### config.mk
export PLATFORM = sky130hd
export DESIGN_NAME = imm_gen_pipe
export DESIGN_NICKNAME = d
export VERILOG_FILES = /design/src/rtl/imm_gen_pipe.sv
export SDC_FILE = /design/constraint.sdc
export NUM_CORES = 1
export LEC_CHECK = 0
export ABC_AREA = 1
export CELL_PAD_IN_SITES_DETAIL_PLACEMENT = 0
export CELL_PAD_IN_SITES_GLOBAL_PLACEMENT = 1
export CORE_ASPECT_RATIO = 1.5
export CORE_MARGIN = 1.5
export CORE_UTILIZATION = 41
export DETAILED_ROUTE_END_ITERATION = 8
export PLACE_DENSITY_LB_ADDON = 0.1
export SYNTH_ARGS = -nofsm -noshare
export SYNTH_HDL_FRONTEND = slang
export SYNTH_SLANG_ARGS = --single-unit
### constraint.sdc
create_clock -name clk -period 4.15 [get_ports clk]
set_input_delay 0.6225 -clock clk [delete_from_list [all_inputs] [get_ports clk]]
set_output_delay 0.6225 -clock clk [all_outputs]
set_load 0.02 [all_outputs]
### src/rtl/imm_gen_pipe.sv
// Purpose: RV32I/RV64I immediate generator that decodes the instruction format
//          from the opcode, extends the immediate and forms the PC-relative target.
// Latency/backpressure: results reach the outputs one cycle after the push; a
//          2-entry result buffer decouples fetch and execute (in_ready = not full).
//
// Ports:
//   clk, rst                 rising-edge clock, synchronous active-high reset
//   in_valid/in_ready        producer handshake for the instruction/pc pair
//   instruction, pc          raw instruction word and its address
//   out_valid/out_ready      consumer handshake for the head result
//   imm, target, fmt, illegal  head result: immediate, branch/next target,
//                            format tag (0 none, 1 I, 2 S, 3 B, 4 U, 5 J),
//                            opcode-not-decoded flag
module imm_gen_pipe #(
  parameter int XLEN     = 32,
  parameter bit SIGN_EXT = 1'b1,
  parameter int PC_INC   = 4
) (
  input  logic            clk,
  input  logic            rst,
  input  logic            in_valid,
  output logic            in_ready,
  input  logic [31:0]     instruction,
  input  logic [XLEN-1:0] pc,
  output logic            out_valid,
  input  logic            out_ready,
  output logic [XLEN-1:0] imm,
  output logic [XLEN-1:0] target,
  output logic [2:0]      fmt,
  output logic            illegal
);

  typedef enum logic [2:0] {
    FMT_NONE = 3'd0,
    FMT_I    = 3'd1,
    FMT_S    = 3'd2,
    FMT_B    = 3'd3,
    FMT_U    = 3'd4,
    FMT_J    = 3'd5
  } fmt_e;

  typedef struct packed {
    logic [XLEN-1:0] imm;
    logic [XLEN-1:0] target;
    logic [2:0]      fmt;
    logic            illegal;
  } entry_t;

  // ---------------------------------------------------------------------------
  // Decode (purely combinational, done before the buffer write)
  // ---------------------------------------------------------------------------
  logic [6:0]      opcode;
  logic            ext_bit;
  fmt_e            dec_fmt;
  logic            dec_illegal;
  logic            dec_pc_rel;
  logic [XLEN-1:0] u_imm;
  logic [XLEN-1:0] dec_imm;
  logic [XLEN-1:0] dec_target;
  entry_t          dec_entry;

  assign opcode = instruction[6:0];

  // Every immediate field has inst[31] as its MSB, so one fill bit serves all
  // formats; zero-extension simply forces it low.
  assign ext_bit = SIGN_EXT ? instruction[31] : 1'b0;

  generate
    if (XLEN > 32) begin : g_u_wide
      assign u_imm = {{(XLEN-32){ext_bit}}, instruction[31:12], 12'b0};
    end else begin : g_u_narrow
      assign u_imm = {instruction[31:12], 12'b0};
    end
  endgenerate

  always_comb begin
    dec_fmt     = FMT_NONE;
    dec_illegal = 1'b0;
    dec_pc_rel  = 1'b0;
    unique case (opcode)
      7'b0010011, 7'b0000011, 7'b1100111, 7'b1110011: dec_fmt = FMT_I;
      7'b0100011: dec_fmt = FMT_S;
      7'b1100011: begin
        dec_fmt    = FMT_B;
        dec_pc_rel = 1'b1;
      end
      7'b0110111: dec_fmt = FMT_U;            // LUI
      7'b0010111: begin                       // AUIPC
        dec_fmt    = FMT_U;
        dec_pc_rel = 1'b1;
      end
      7'b1101111: begin
        dec_fmt    = FMT_J;
        dec_pc_rel = 1'b1;
      end
      default: dec_illegal = 1'b1;
    endcase
  end

  always_comb begin
    dec_imm = '0;
    unique case (dec_fmt)
      FMT_I: dec_imm = {{(XLEN-12){ext_bit}}, instruction[31:20]};
      FMT_S: dec_imm = {{(XLEN-12){ext_bit}}, instruction[31:25], instruction[11:7]};
      FMT_B: dec_imm = {{(XLEN-13){ext_bit}}, instruction[31], instruction[7],
                        instruction[30:25], instruction[11:8], 1'b0};
      FMT_U: dec_imm = u_imm;
      FMT_J: dec_imm = {{(XLEN-21){ext_bit}}, instruction[31], instruction[19:12],
                        instruction[20], instruction[30:21], 1'b0};
      default: dec_imm = '0;
    endcase
  end

  // Sums wrap modulo 2^XLEN by construction of the XLEN-wide adder.
  assign dec_target = pc + (dec_pc_rel ? dec_imm : XLEN'(PC_INC));

  assign dec_entry.imm     = dec_imm;
  assign dec_entry.target  = dec_target;
  assign dec_entry.fmt     = dec_fmt;
  assign dec_entry.illegal = dec_illegal;

  // ---------------------------------------------------------------------------
  // 2-entry result buffer
  // ---------------------------------------------------------------------------
  entry_t     mem_q [2];
  logic       wr_ptr_q;
  logic       rd_ptr_q;
  logic [1:0] count_q;
  logic [1:0] count_d;
  logic       push;
  logic       pop;
  entry_t     head;

  // in_ready depends on occupancy only, never on out_ready, so there is no
  // combinational path from the consumer back to the producer.
  assign in_ready  = (count_q != 2'd2);
  assign out_valid = (count_q != 2'd0);
  assign push      = in_valid && in_ready;
  assign pop       = out_valid && out_ready;

  always_comb begin
    count_d = count_q;
    unique case ({push, pop})
      2'b10:   count_d = count_q + 2'd1;
      2'b01:   count_d = count_q - 2'd1;
      default: count_d = count_q;
    endcase
  end

  always_ff @(posedge clk) begin
    if (rst) begin
      mem_q[0] <= '0;
      mem_q[1] <= '0;
      wr_ptr_q <= 1'b0;
      rd_ptr_q <= 1'b0;
      count_q  <= 2'd0;
    end else begin
      if (push) begin
        mem_q[wr_ptr_q] <= dec_entry;
        wr_ptr_q        <= ~wr_ptr_q;
      end
      if (pop) begin
        rd_ptr_q <= ~rd_ptr_q;
      end
      count_q <= count_d;
    end
  end

  // Outputs always reflect the head slot; storage is cleared on reset so the
  // post-reset outputs read as zero.
  assign head    = mem_q[rd_ptr_q];
  assign imm     = head.imm;
  assign target  = head.target;
  assign fmt     = head.fmt;
  assign illegal = head.illegal;

endmodule
# == Word-level counts from Yosys, hierarchy flattened ==
# Memory sizes are Yosys's and may differ from the RTL's. A register that Yosys moved wholly into a read port is not among the register bits.
# Cells that the tools add are included.
# word_totals
ff_bits,4
mem_bits_rw,136
in_bits,68
out_inout_bits,70
elab_cells,51
memories,1
# mem_list
memory,words,word_bits,rd,rd_clocked_by_memory_dff,wr,line_no,source
mem_q,2,68,1,1,2,125,entry_t mem_q [2];
# op_classes
addsub,3
n_eq_ne,17
mux,16
n_bitwise,2
reduce_logical,9
# ops
cell,n
32-bit case mux with 5 select lines,1
68-bit two-way mux,1
68-bit OR reduction,1
32-bit adder,1
32-bit two-way mux,1
7-bit equality test (second input constant),4
3-bit case mux with 5 select lines,1
7-bit by 5-bit equality test with 1-bit output (second input constant),2
7-bit by 6-bit equality test with 1-bit output (second input constant),2
1-bit two-way mux,11
9-bit OR reduction,1
7-bit by 2-bit equality test with 1-bit output (second input constant),1
3-bit by 2-bit equality test with 1-bit output (second input constant),2
3-bit equality test (second input constant),2
2-bit case mux with 2 select lines,1
2-bit nonzero test,2
4-bit OR reduction,1
3-bit by 1-bit equality test with 1-bit output (second input constant),1
3-bit OR reduction,1
2-bit by 1-bit adder with 2-bit output (second input constant),1
2-bit by 1-bit equality test with 1-bit output (second input constant),1
2-bit equality test (second input constant),1
1-bit logical AND,2
2-bit inequality test (second input constant),1
3 further kinds,4

# == Longest topological paths before layout ==
# Gate-level depths: netlist of the first run.
# depth
word_depth,8
depth_mapped,24
mapped_depth_nobuf,23

# == Least setup slack after synthesis of the first run ==
# No wires, ideal clock.
# synth_timing
kind,input port to flip-flop
from,input port rst
to,"memory mem_q[1][0] in the netlist's numbering, enable pin"
t_arrival_ns,2.616
t_required_ns,3.432
setup_slack_ns,0.816
cell_stages,5
path_buffers,2
cell_sequence,clkinv_1 -> nand4_1 -> buf_2 -> buf_1 -> nand2_1
# synth_lines
element,line_no,source
from (decl),20,"input logic rst,"
to (decl),125,

==> flow_summary.ini, run 1 <==
[synth]
ys_ff_latch = 141
yosys.cell_types.count = 35
synth_edf_count = 136
syn-cell-area_mm2 = 0.00825
avgSynthCellArea_um2 = 9.14
synthesis.nets = 1004
ys.warnings.count = 0
synth_seq_area_share_pct = 50.7
synth-main-ff-cell = edfxtp_1
synth_cells = 903
async_flop_share_pct = 0

[setup_path]
path_max_fanout = 24
cp.depth = 20
path_delay_family = simple AND/OR/NAND/NOR gates
cp.required_ns = 4.30
critPathSlowestCell = clkdlybuf4s50_1
cp.arrival_ns = 3.87
reg2regPathDepth = 7
path_buf_inv = 4
cp-end-kind = flip-flop
path_cells = clkdlybuf4s50_1 > inv_2 > nand2_2 > nor2_2 > o21ai_1 > nand2_1 > inv_2 > nor2_1 > inv_1 > fa_1 > o21ai_1 > nand2_1 > nand2_1 > nand2_1 > nand2_1 > nand2_1 > nand2_1 > nand2_1 > nand2_1 > nor2_1
crit_top_cell = nand2_1
cpPeakStageDelay_ns = 0.48
cp-start-kind = primary input
critPathKind = in -> reg

[layout]
stdcell_count = 1366
multiInputGateArea_mm2 = 0.00369
fin_area_mm2 = 0.0109
layout.nets = 1194
fill_cells = 1856
regArea_mm2 = 0.00419
n_antenna_cell = 0
area_delta_synth_final_pct = 32.2
final_util_pct = 55.1
final_layout_size_suffix_gt1_share_pct = 17.2

[drt]
wl_per_cell_um = 17.8
via_per_inst = 5.00
routed_wirelength_mm = 24.4
num_vias = 6826
first_iter_violations = 345
drc_errors = 0
ant_nets = 0
drt_pre_antenna_iters = 4

[cts]
cts_tree = yes
postCtsSetupRepairBufs = 0
clock_path_buffers = 2
cts_resized = 0
clock_sinks = 141
clk_latency_ns = 0.43
cts-root-buf = clkbuf_16
cts_buffers = 17
h-tree-depth = 4
holdBufCountCts = 0
clk_pin_slew_ns = 0.07

[global_route]
gr-total-overflow = 0
gr-usage-met3_pct = 3.70
use_met2_pct = 42.9
grt_pass1_wl_mm = 37.1
antenna_found_initial = 0
met1_usage_pct = 27.3
grt_use_total_pct = 23.8
grt_max_degree = 69
grt_pass1_vias = 6891
grt-busiest-layer = met2

[placement]
pre_cts_slack_ns = 0.00580
dp.cells = 1334
hpwl_mm = 18.1
placed_area_mm2 = 0.0104
gp_congestion = 0.964
portBuffers = 137

[pwr]
seqPwrFrac_pct = 41.1
clockPowerShare_pct = 34.3
internal-power_mw = 2.98
leakagePower_nw = 4.52
power_mw = 4.25
ir_drop_mv = 0.191
swShare_pct = 29.9
p_sw_mw = 1.27
power_density_mw_per_mm2 = 390
combPwrFrac_pct = 24.6

[timing]
max-slew-margin-rel_pct = 42.8
worst_slack_ns = 0.434
hold_violations = 0
min_period_ns = 3.72
tns_ns = 0
setup_violations = 0
grt_setup_unrepaired = no
fmax_mhz = 269
post-route-period-util_pct = 89.5
slew_viol_final = 0
worst_slew_pin_slew_ns = 0.858
skew_ns = 0.0106
whs_ns = 0.458

[hold_path]
hp-class = reg -> reg
min_path_cells = 1

[die]
start_util_pct = 41.7
dieArea_mm2 = 0.0210
core_mm2 = 0.0198
ios = 138
die_height_um = 177
fp.dieW_um = 119
rows = 63

[status]
outcome = finished clean

[run]
drv_cap = 0
[metal layers]
layer,part of all wire (%),routed length [um]
met2,52,12600
met5,0,0
met3,4.1,1010
met4,4.0,979
met1,40,9760
[final timing paths]
kind / startpoint / end / slack [ns]
max: instruction[4] / mem_q[1][34] / 0.43
min: rd_ptr_q / flip-flop / 0.46
max reg2reg: count_q[0] / mem_q[0][25] / 2.09
min reg2reg: rd_ptr_q / flip-flop / 0.46
[cells in the mapped netlist (5+ instances only)]
master | instances | share of area, %
a21oi_1 | 48 | 2.9
a21oi_2 | 9 | 0.96
buf_2 | 7 | 0.42
clkbuf_1 | 17 | 0.77
dfxtp_1 | 5 | 1.2
edfxtp_1 | 136 | 50
ha_1 | 32 | 4.9
inv_1 | 63 | 2.9
inv_2 | 8 | 0.36
mux2_2 | 68 | 9.3
nand2_1 | 195 | 8.9
nand2_2 | 5 | 0.38
nand3_1 | 19 | 1.2
nand3b_1 | 9 | 0.82
nand4_1 | 7 | 0.53
nor2_1 | 215 | 9.8
o21ai_0 | 11 | 0.67
o21bai_1 | 5 | 0.46
xnor2_1 | 15 | 1.6
[layout make-up]
type | count | area share (%)
sequential | 141 | 38.4
tap | 260 | 2.98
clock inverter | 15 | 1.15
clock buffer | 17 | 3.90
multi-input combinational | 664 | 33.8
inverter | 72 | 2.48
timing repair buffer | 197 | 17.3
[registers in the layout, indices dropped and copies added, names as in the netlist, named ones only]
| name | count |
|---|---|
| rd_ptr_q | 1 |
| mem_q | 136 |
| count_q | 2 |
| wr_ptr_q | 1 |
[kinds of logic after synthesis]
group / after synthesis / share of synthesized area, %
adders and majority gates: 33 / 5.10
xor gates and xnor gates: 16 / 1.70
muxes: 68 / 9.28
AOI/OAI and AO/OA: 85 / 6.07
buffers and inverters: 98 / 4.66
and+or+nand+nor: 461 / 22.4
DFF: 141 / 50.7
other: 1 / 0.0455
[power by group through the flow]
| stage | combinational (mW) | sequential [mW] | clock [mW] |
|---|---|---|---|
| 2_1_floorplan | 0.595 | 1.75 | 0 |
| 3_3_place_gp | 1.05 | 1.77 | 0 |
| 3_5_place_dp | 1.05 | 1.78 | 0 |
| 4_1_cts | 1.06 | 1.75 | 1.48 |
| 5_1_grt | 1.12 | 1.76 | 1.53 |
| 6_report | 1.04 | 1.75 | 1.46 |
[layout by cell type, fill, tap and decap left out, drive strengths merged, types with 4 or more instances in the layout]
master,netlist,final
nor2,217,217
nand2,200,200
clkdlybuf4s50,0,137
edfxtp,136,136
inv,71,80
mux2,68,68
buf,9,60
a21oi,57,57
ha,32,32
nand3,19,19
clkbuf,17,17
xnor2,15,15
o21ai,13,13
nand3b,9,9
nand4,7,7
o21bai,5,5
nor3,5,5
dfxtp,5,5
a22oi,4,4
clkinv,1,4
Power figures use the tool's default switching activity.
==> run 2, diff against run 1 <==
HOLD_SLACK_MARGIN = 0.15   (was unset)
==> results of run 2 <==
Final layout, timing and power as in run 1 (identical DEF).
==> run 3, diff against run 2 <==
CORE_MARGIN = 2   (was 1.5)
CTS_CLUSTER_DIAMETER = 80   (was unset)
==> run 3 against run 2 <==
Net effect:
- largest cell class unchanged
- maximum frequency down 2.9%
- setup slack worse by 0.11 ns
- clock skew down 0.0036 ns
- cell area up 0.33%
- count of clock-buffer cells in the layout unchanged
==> flow_summary.ini, run 3 (same netlist as run 1, synthesis figures left out) <==
[timing]
whs_ns = 0.447
post-route-period-util_pct = 92.2
min_period_ns = 3.83
hold_violations = 0
setup_violations = 0
slew_viol_final = 0
fmax_mhz = 261
worst_slew_pin_slew_ns = 0.825
skew_ns = 0.00704
tns_ns = 0
max-slew-margin-rel_pct = 45.0
grt_setup_unrepaired = no

[setup_path]
path_max_fanout = 9
cp.required_ns = 4.30
cp.arrival_ns = 3.97
cpPeakStageDelay_ns = 0.55
timing.rr.start = count_q[0]
critPathSlowestCell = clkdlybuf4s50_1
reg2regPathDepth = 7
cp-start-kind = primary input
critPathKind = in -> reg
path_cells = clkdlybuf4s50_1 > inv_2 > nand2_2 > nor2_2 > nand2_1 > nand2_1 > o21ai_0 > inv_2 > a21oi_1 > nor2_1 > ha_1 > nand2_1 > o21ai_0 > inv_1 > a21oi_1 > nor2_1 > nand2_1 > nand2_1 > nand2_1 > nor2_1
cp-end-kind = flip-flop
crit_top_cell = nand2_1
r2r_slack_ns = 2.26
worstReg2RegEnd = mem_q[0][37]

[layout]
n_antenna_cell = 0
layout.cells.most_common = nor2_1
largest_register_ffs = 136
stdcell_count = 1372
final_util_pct = 55.3
layout.nets = 1200
largestRegisters = mem_q: 136 flops, count_q: 2 flops
layout_common_cells = 215 x nor2_1, 192 x nand2_1, 137 x clkdlybuf4s50_1
fill_cells = 1832
area_delta_synth_final_pct = 32.6
final_layout_size_suffix_gt1_share_pct = 17.6
top_register = mem_q

[drt]
route.met2.wl_mm = 12.7
first_iter_violations = 335
wl_per_cell_um = 17.7
wl_met1_mm = 9.82
via_per_inst = 5.02
num_vias = 6885
top_layer = met4
wl_met3_um = 930
routed_wirelength_mm = 24.3
ant_nets = 0
drc_errors = 0
drt_pre_antenna_iters = 5

[pwr]
internal-power_mw = 2.98
power_density_mw_per_mm2 = 388
p_sw_mw = 1.27
leakagePower_nw = 4.55
seqPwrFrac_pct = 40.7
ir_drop_mv = 0.208
power_mw = 4.24
combPwrFrac_pct = 25.0
swShare_pct = 29.8
clockPowerShare_pct = 34.3

[cts]
clock_path_buffers = 2
h-tree-depth = 4
holdBufCountCts = 0
cts_tree = yes
clock_sinks = 141
clk_pin_slew_ns = 0.06
cts_resized = 0
postCtsSetupRepairBufs = 0
clk_latency_ns = 0.42
cts-root-buf = clkbuf_16
cts_buffers = 17

[hold_path]
worstHoldStart = rd_ptr_q
hp-class = reg -> reg
min_path_cells = 1

[global_route]
grt_max_degree = 70
grt_pass1_vias = 6928
grt_use_total_pct = 23.4
antenna_found_initial = 0
grt_pass1_wl_mm = 37.3
gr-total-overflow = 0

[placement]
portBuffers = 137
gp_congestion = 0.888
hpwl_mm = 17.7
dp.cells = 1340

[die]
die_height_um = 178
fp.dieW_um = 120
start_util_pct = 41.7
rows = 63
dieArea_mm2 = 0.0213
core_mm2 = 0.0198
ios = 138

[status]
outcome = finished clean

[run]
drv_cap = 0
## run 3: changes by cell type in the layout (fill, tap and decap cells not counted), sizes merged
cell | previous run | this run
clkinv | 4 | 6
buf | 60 | 66
inv | 80 | 79
clkinvlp | 3 | 2
## run 3: final cells by class
class | count | area (um2) | area share (%)
clock buffers | 17 | 425 | 3.89
clock inverters | 15 | 129 | 1.18
inverters | 72 | 270 | 2.47
multi-input cells | 664 | 3690 | 33.7
flip-flops and latches | 141 | 4190 | 38.3
well taps | 260 | 325 | 2.97
repair buffers | 203 | 1920 | 17.5
## run 3: worst max path at each step
| stage | cells after the start | to | slack (ns) | from |
|---|---|---|---|---|
| floorplan | 5 | mem_q[1][0] | 0.82 | rst |
| global placement | 19 | mem_q[0][30] | -0.09 | instruction[2] |
| detailed placement | 19 | mem_q[0][30] | -0.06 | instruction[2] |
| CTS | 19 | mem_q[0][30] | 0.36 | instruction[2] |
| global route | 23 | mem_q[0][27] | 0.09 | instruction[0] |
| finish | 20 | mem_q[0][30] | 0.32 | instruction[4] |
## run 3: worst max-delay path: cells and delay by family
kind | cells | cell delay, ns
buffers and inverters | 4 | 0.90
and+or+nand+nor | 11 | 0.91
AOI/OAI and AO/OA | 4 | 1.11
adders and majority gates | 1 | 0.41
## run 3: power groups by stage
stage,clock network (mW),registers [mW],logic (mW)
2_1_floorplan,0,1.75,0.595
4_1_cts,1.48,1.73,1.08
6_report,1.45,1.73,1.06
3_3_place_gp,0,1.75,1.07
3_5_place_dp,0,1.76,1.07
5_1_grt,1.54,1.74,1.13
## run 3: routing by layer
metal / vias up / GRT usage, %
met5: - / 0
met4: 0 / 9.36
met3: 41 / 3.79
met2: 176 / 42.1
met1: 3247 / 27.6
li1: 3421 / -
## run 3: metrics by stage
step	cell area, um2	setup slack [ns]
final	10900	0.324
after global routing	10900	0.0870
after CTS	10900	0.363
after detailed placement	10400	-0.0605
after global placement	10400	-0.0887
after floorplan	8250	0.816
